<file path="src/rtl/req_capture_83_pkg.sv">
// req_capture_83_pkg
//   Shared definitions for the request-capture stage that feeds the 8:3
//   priority encoder. Contents:
//     N_REQ, CODE_W : request width and code width
//     state_e       : presentation FSM encoding (IDLE / PRESENT)
//     hi_index()    : index of the highest set bit (bit 7 wins), 0 if none
package req_capture_83_pkg;

   localparam int N_REQ  = 8;
   localparam int CODE_W = 3;

   typedef enum logic {
      IDLE    = 1'b0,
      PRESENT = 1'b1
   } state_e;

   // Same priority order as the downstream encoder. An all-zero input
   // returns 0.
   function automatic logic [CODE_W-1:0] hi_index(input logic [N_REQ-1:0] v);
      logic [CODE_W-1:0] idx;
      idx = '0;
      // Ascending scan, so the highest set bit is the last one written.
      for (int i = 0; i < N_REQ; i++) begin
         if (v[i]) idx = CODE_W'(i);
      end
      return idx;
   endfunction

endpackage

</file>
<file path="src/rtl/req_capture_83_sync_edge.sv">
// req_sync_edge
//   Synchronizer for the eight asynchronous request lines, followed by an
//   edge detector (EDGE_MODE=1) or a level pass-through (EDGE_MODE=0).
//   Ports:
//     clk, rst_n : clock, asynchronous active-low reset
//     req_i[7:0] : raw asynchronous request lines
//     cap_o[7:0] : capture strobe, one cycle per rising edge (edge mode) or
//                  high on every cycle the synchronized bit is high (level mode)
module req_sync_edge
   import req_capture_83_pkg::*;
#(
   parameter int SYNC_STAGES = 2,
   parameter bit EDGE_MODE   = 1'b1
) (
   input  logic             clk,
   input  logic             rst_n,
   input  logic [N_REQ-1:0] req_i,
   output logic [N_REQ-1:0] cap_o
);

   logic [N_REQ-1:0] sync_q [SYNC_STAGES];
   logic [N_REQ-1:0] hist_q;

   // The chain resets to 0, so a line held high across reset release is
   // seen as exactly one rising edge.
   always_ff @(posedge clk or negedge rst_n) begin
      if (!rst_n) begin
         for (int s = 0; s < SYNC_STAGES; s++) sync_q[s] <= '0;
         hist_q <= '0;
      end else begin
         sync_q[0] <= req_i;
         for (int s = 1; s < SYNC_STAGES; s++) sync_q[s] <= sync_q[s-1];
         hist_q <= sync_q[SYNC_STAGES-1];
      end
   end

   generate
      if (EDGE_MODE) begin : g_edge
         assign cap_o = sync_q[SYNC_STAGES-1] & ~hist_q;
      end else begin : g_level
         assign cap_o = sync_q[SYNC_STAGES-1];
      end
   endgenerate

endmodule

</file>
<file path="src/rtl/req_capture_83.sv">
// req_capture_83
//   Request-capture stage ahead of the 8:3 priority encoder. Latches
//   synchronized request edges into a pending mask and presents the
//   highest-priority pending index on a valid/ready handshake.
//   Handshake: code_o is stable while valid_o=1; a transfer happens on a
//   rising clock edge with valid_o=1 and ready_i=1. After a transfer the
//   FSM spends one cycle in IDLE before presenting again. ready_i is
//   ignored while valid_o=0.
//   Ports:
//     clk, rst_n  : clock, asynchronous active-low reset
//     req_i[7:0]  : asynchronous request lines, bit 7 highest priority
//     en_i        : presentation enable (capture continues while low)
//     ready_i     : consumer accepts the presented code
//     clr_ovf_i   : synchronous clear of all overflow flags
//     pend_o[7:0] : registered pending mask (encoder d inputs)
//     code_o[2:0] : registered index being presented
//     valid_o     : code_o is valid
//     ovf_o[7:0]  : sticky per-bit overflow flags
//     state_o     : current FSM state, for observation
module req_capture_83
   import req_capture_83_pkg::*;
#(
   parameter int SYNC_STAGES = 2,
   parameter bit EDGE_MODE   = 1'b1
) (
   input  logic              clk,
   input  logic              rst_n,
   input  logic [N_REQ-1:0]  req_i,
   input  logic              en_i,
   input  logic              ready_i,
   input  logic              clr_ovf_i,
   output logic [N_REQ-1:0]  pend_o,
   output logic [CODE_W-1:0] code_o,
   output logic              valid_o,
   output logic [N_REQ-1:0]  ovf_o,
   output state_e            state_o
);

   logic [N_REQ-1:0]  cap;
   logic [N_REQ-1:0]  clr_mask;
   logic [N_REQ-1:0]  pend_q, pend_d;
   logic [N_REQ-1:0]  ovf_q, ovf_d;
   logic [CODE_W-1:0] code_q, code_d;
   logic              valid_q, valid_d;
   logic              accept;
   state_e            state_q, state_d;

   req_sync_edge #(
      .SYNC_STAGES (SYNC_STAGES),
      .EDGE_MODE   (EDGE_MODE)
   ) u_sync (
      .clk   (clk),
      .rst_n (rst_n),
      .req_i (req_i),
      .cap_o (cap)
   );

   assign accept   = (state_q == PRESENT) && ready_i;
   assign clr_mask = accept ? (N_REQ'(1) << code_q) : '0;

   // A capture in the same cycle as the clear wins; the bit stays pending.
   // Overflow is only flagged when the bit was pending and is not being
   // served this cycle.
   always_comb begin
      pend_d = (pend_q & ~clr_mask) | cap;
      ovf_d  = (clr_ovf_i ? '0 : ovf_q) | (cap & pend_q & ~clr_mask);
   end

   always_comb begin
      state_d = state_q;
      code_d  = code_q;
      valid_d = valid_q;
      unique case (state_q)
         IDLE: begin
            valid_d = 1'b0;
            if (en_i && (pend_q != '0)) begin
               code_d  = hi_index(pend_q);
               valid_d = 1'b1;
               state_d = PRESENT;
            end
         end
         PRESENT: begin
            // No preemption: code holds until the consumer takes it.
            if (ready_i) begin
               valid_d = 1'b0;
               state_d = IDLE;
            end
         end
         default: begin
            valid_d = 1'b0;
            state_d = IDLE;
         end
      endcase
   end

   always_ff @(posedge clk or negedge rst_n) begin
      if (!rst_n) begin
         state_q <= IDLE;
         pend_q  <= '0;
         ovf_q   <= '0;
         code_q  <= '0;
         valid_q <= 1'b0;
      end else begin
         state_q <= state_d;
         pend_q  <= pend_d;
         ovf_q   <= ovf_d;
         code_q  <= code_d;
         valid_q <= valid_d;
      end
   end

   assign pend_o  = pend_q;
   assign ovf_o   = ovf_q;
   assign code_o  = code_q;
   assign valid_o = valid_q;
   assign state_o = state_q;

endmodule

</file>
<file path="config.mk">
export PLATFORM = sky130hd
export DESIGN_NAME = req_capture_83
export DESIGN_NICKNAME = d
export VERILOG_FILES = /design/src/rtl/req_capture_83_pkg.sv /design/src/rtl/req_capture_83_sync_edge.sv /design/src/rtl/req_capture_83.sv
export SDC_FILE = /design/constraint.sdc
export NUM_CORES = 1
export LEC_CHECK = 0
export CORE_UTILIZATION = 53
export CTS_BUF_LIST = sky130_fd_sc_hd__clkbuf_16
export CTS_CLUSTER_DIAMETER = 80
export CTS_CLUSTER_SIZE = 16
export DETAILED_ROUTE_END_ITERATION = 16
export PLACE_DENSITY = 0.91
export SETUP_SLACK_MARGIN = 0.15
export SLEW_MARGIN = 20
export SYNTH_ARGS = -nofsm -noshare
export SYNTH_HDL_FRONTEND = slang
export SYNTH_HIERARCHICAL = 1
export SYNTH_SLANG_ARGS = --single-unit
</file>
<file path="constraint.sdc">
create_clock -name clk -period 3.23 [get_ports clk]
set_input_delay 0.323 -clock clk [delete_from_list [all_inputs] [get_ports clk]]
set_output_delay 0.323 -clock clk [all_outputs]
set_load 0.01 [all_outputs]
</file>
==> qor.tcl <==
set qor(worst_slew_margin_rel_pct) 37.4
set qor(synth-edff-count) 0
set qor(finalMaxSlewViolations) 0
set qor(first_global_vias) 1037
set qor(register_bit_total_from_synthesis) 45
set qor(cts_buffer_depth) 2
set qor(worst_skew_pair.late_latency_ns) 0.28
set qor(timing.final.crit_period_ns) 1.69
set qor(setup.worst_path.class) {reg2out}
set qor(cpLargestDelayFamily) {buffers and inverters}
set qor(post-synth-top-count-cell) {sky130_fd_sc_hd__dfrtp_1}
set qor(synth_fp_nets) 133
set qor(ys_async_sr_fraction_pct) 100
set qor(sequential_cell_area_um2) 1130
set qor(place.gp.congestion) 0.843
set qor(r2r_cells) 3
set qor(postCtsSetupRepairBufs) 0
set qor(post_synth_main_area_contributors) {sky130_fd_sc_hd__dfrtp_1, sky130_fd_sc_hd__nor2b_4, sky130_fd_sc_hd__inv_1}
set qor(postLayoutCoreUtil_pct) 75.0
set qor(arrival_ns) 1.37
set qor(power.ir.vdd_worst_mv) 0.592
set qor(n_antenna_cell) 0
set qor(power_density_nw_per_um2) 635
set qor(syn_inst) 120
set qor(nNetsFinal) 172
set qor(remaining_global_route_overflow) 0
set qor(maxCapViolCount) 0
set qor(fp.dieArea_um2) 3270
set qor(crit-reg2reg-capture) {valid_o}
set qor(yosysUniqueCellTypes) 21
set qor(netlist_top_cells_count) {sky130_fd_sc_hd__dfrtp_1, sky130_fd_sc_hd__inv_1, sky130_fd_sc_hd__nand2_1}
set qor(cp_num_buf_inv) 1
set qor(finalHoldWorstSlack_ns) 0.181
set qor(synthFlopType) {sky130_fd_sc_hd__dfrtp_1}
set qor(post_synth_instance_area_um2) 1610
set qor(cp_data_required_time_ns) 2.91
set qor(area_of_the_multi_input_gates_um2) 413
set qor(timing.critical_path.cells) {clkdlybuf4s50_1}
set qor(die_height_um) 57.2
set qor(flow.area_growth_from_synthesis_pct) 31.5
set qor(mean_instance_size_in_the_synthesized_netlist_um2) 13.5
set qor(top_level_ports) 34
set qor(finish.cell_count_without_fillers) 191
set qor(timing_hold_violations_final) 0
set qor(tns_ns) 0
set qor(synth_top_area_share_pct) 69.8
set qor(synth_seq_area_share_pct) 69.8
set qor(cts.hold.buffers_added) 0
set qor(cts_max_level) 2
set qor(critical_path.max_stage_delay_ns) 0.59
set qor(cts_buffers) 5
set qor(power.leakage_nw) 0.950
set qor(worst-path-max-fanout) 5
set qor(synth_top_area_cell) {sky130_fd_sc_hd__dfrtp_1}
set qor(final_layout_size_suffix_gt1_share_pct) 15.6
set qor(finalSetupViolations) 0
set qor(place.detailed.hpwl_um) 2070
set qor(start_util_pct) 57.1
set qor(routed_via_density) 5.30
set qor(drt_iter0_drc) 41
set qor(regToRegStartpoint) {pend_o[4]}
set qor(library_cell_used_as_clock_root_buffer) {sky130_fd_sc_hd__clkbuf_16}
set qor(worst_slew_pin_slew_ns) 0.939
set qor(start_kind) {flop}
set qor(cts_tree) {yes}
set qor(detail_route.wirelength_um) 2850
set qor(grt_pass1_wl_um) 5090
set qor(rows) 19
set qor(antenna_violations_before_repair) 0
set qor(endpoint_kind) {output port}
set qor(r2r_slack_ns) 1.93
set qor(final.fill_count) 189
set qor(min-delay-path-class) {in2async}
set qor(critical_path.slowest_cell) {sky130_fd_sc_hd__clkdlybuf4s50_1}
set qor(cts.reportedPaths.clkPinSlew_ns) 0.06
set qor(wl_per_cell_um) 14.9
set qor(max_freq_mhz) 591
set qor(ys.warnings.count) 6
set qor(io_buffers) 33
set qor(vias) 1012
set qor(placed_cells_incl_taps) 183
set qor(rsz_0062_raised_after_global_routing) {false}
set qor(core_area_um2) 2830
set qor(drtAntennaViolNets) 0
set qor(drt_drc_violations_left) 4
set qor(postCtsResizedCells) 0
set qor(overall_die_width_um) 57.2
set qor(detail_route.first_pass.iterations) 12
set qor(failed_checks) {DRC}
set qor(grt_start_max_net_pins) 46
set qor(run_status) {complete, but fails checks}
set qor(finalPower_mw) 1.35
set qor(grt_util_all_layers_pct) 21.9
set qor(clock_skew_ns) 0.00363
set qor(final_min_period_over_clock_period_pct) 52.4
set qor(cts.sink_count) 45
## placed cells by master, fill, tap and decap left out, drive strengths merged, types with 3 or more instances in the layout
| cell type | netlist | routed |
|---|---|---|
| dfrtp | 45 | 45 |
| clkdlybuf4s50 | 0 | 32 |
| inv | 19 | 19 |
| o21ai | 10 | 10 |
| nand2 | 9 | 9 |
| o22ai | 8 | 8 |
| nor2b | 8 | 8 |
| clkbuf | 0 | 5 |
| a21oi | 4 | 4 |
| clkinv | 0 | 3 |
## cell families (layout without fill, tap and decap cells)
logic type | after synthesis | after routing | share of synthesized area, %
AO/OA/AOI/OAI | 26 | 26 | 10.2
buffers and inverters | 20 | 60 | 4.65
AND/OR/NAND/NOR | 29 | 29 | 15.3
flip-flops | 45 | 45 | 69.8
## worst max path at each step
stage	depth (start not counted)	start	endpoint	slack, ns
3_5_place_dp	5	ready_i	ovf_o[0]	1.58
2_1_floorplan	3	pend_o[7]	valid_o	2.02
3_3_place_gp	5	ready_i	ovf_o[0]	1.60
6_report	1	pend_o[4]	pend_o[4]	1.54
4_1_cts	1	pend_o[4]	pend_o[4]	1.53
5_1_grt	1	pend_o[4]	pend_o[4]	1.50
## power breakdown
part / internal (mW) / switching (mW) / total [mW]
Clock: 0.287 / 0.202 / 0.489
Sequential: 0.614 / 0.0503 / 0.665
Combinational: 0.107 / 0.0858 / 0.193
Total: 1.01 / 0.338 / 1.35
## flip-flops by register name, indices dropped and copies added, names as in the netlist
register and flops:
u_sync/sync_q 16, ovf_o 8, pend_o 8, u_sync/hist_q 8
code_o 3, state_o 1, valid_o 1
## metrics by stage
stage	cell area [um^2]	setup WS (ns)
4_1_cts	2120	1.53
3_3_place_gp	1970	1.60
3_5_place_dp	1970	1.58
2_1_floorplan	1610	2.02
5_1_grt	2120	1.50
6_report	2120	1.54
## layout make-up
| class | instances | share of cell area (%) |
|---|---|---|
| sequential | 45 | 53.1 |
| multi-input combinational | 55 | 19.5 |
| timing repair buffer | 33 | 15.3 |
| clock buffer | 5 | 5.90 |
| inverter | 19 | 3.36 |
| tap | 31 | 1.83 |
| clock inverter | 3 | 1.06 |
## routing by layer
metal | track usage [%] | share of wire [%]
met5 | 0 | 0
met4 | 12.5 | 2.5
met3 | 6.80 | 5.6
met2 | 33.3 | 49
met1 | 28.2 | 43
Power figures use the tool's default switching activity.
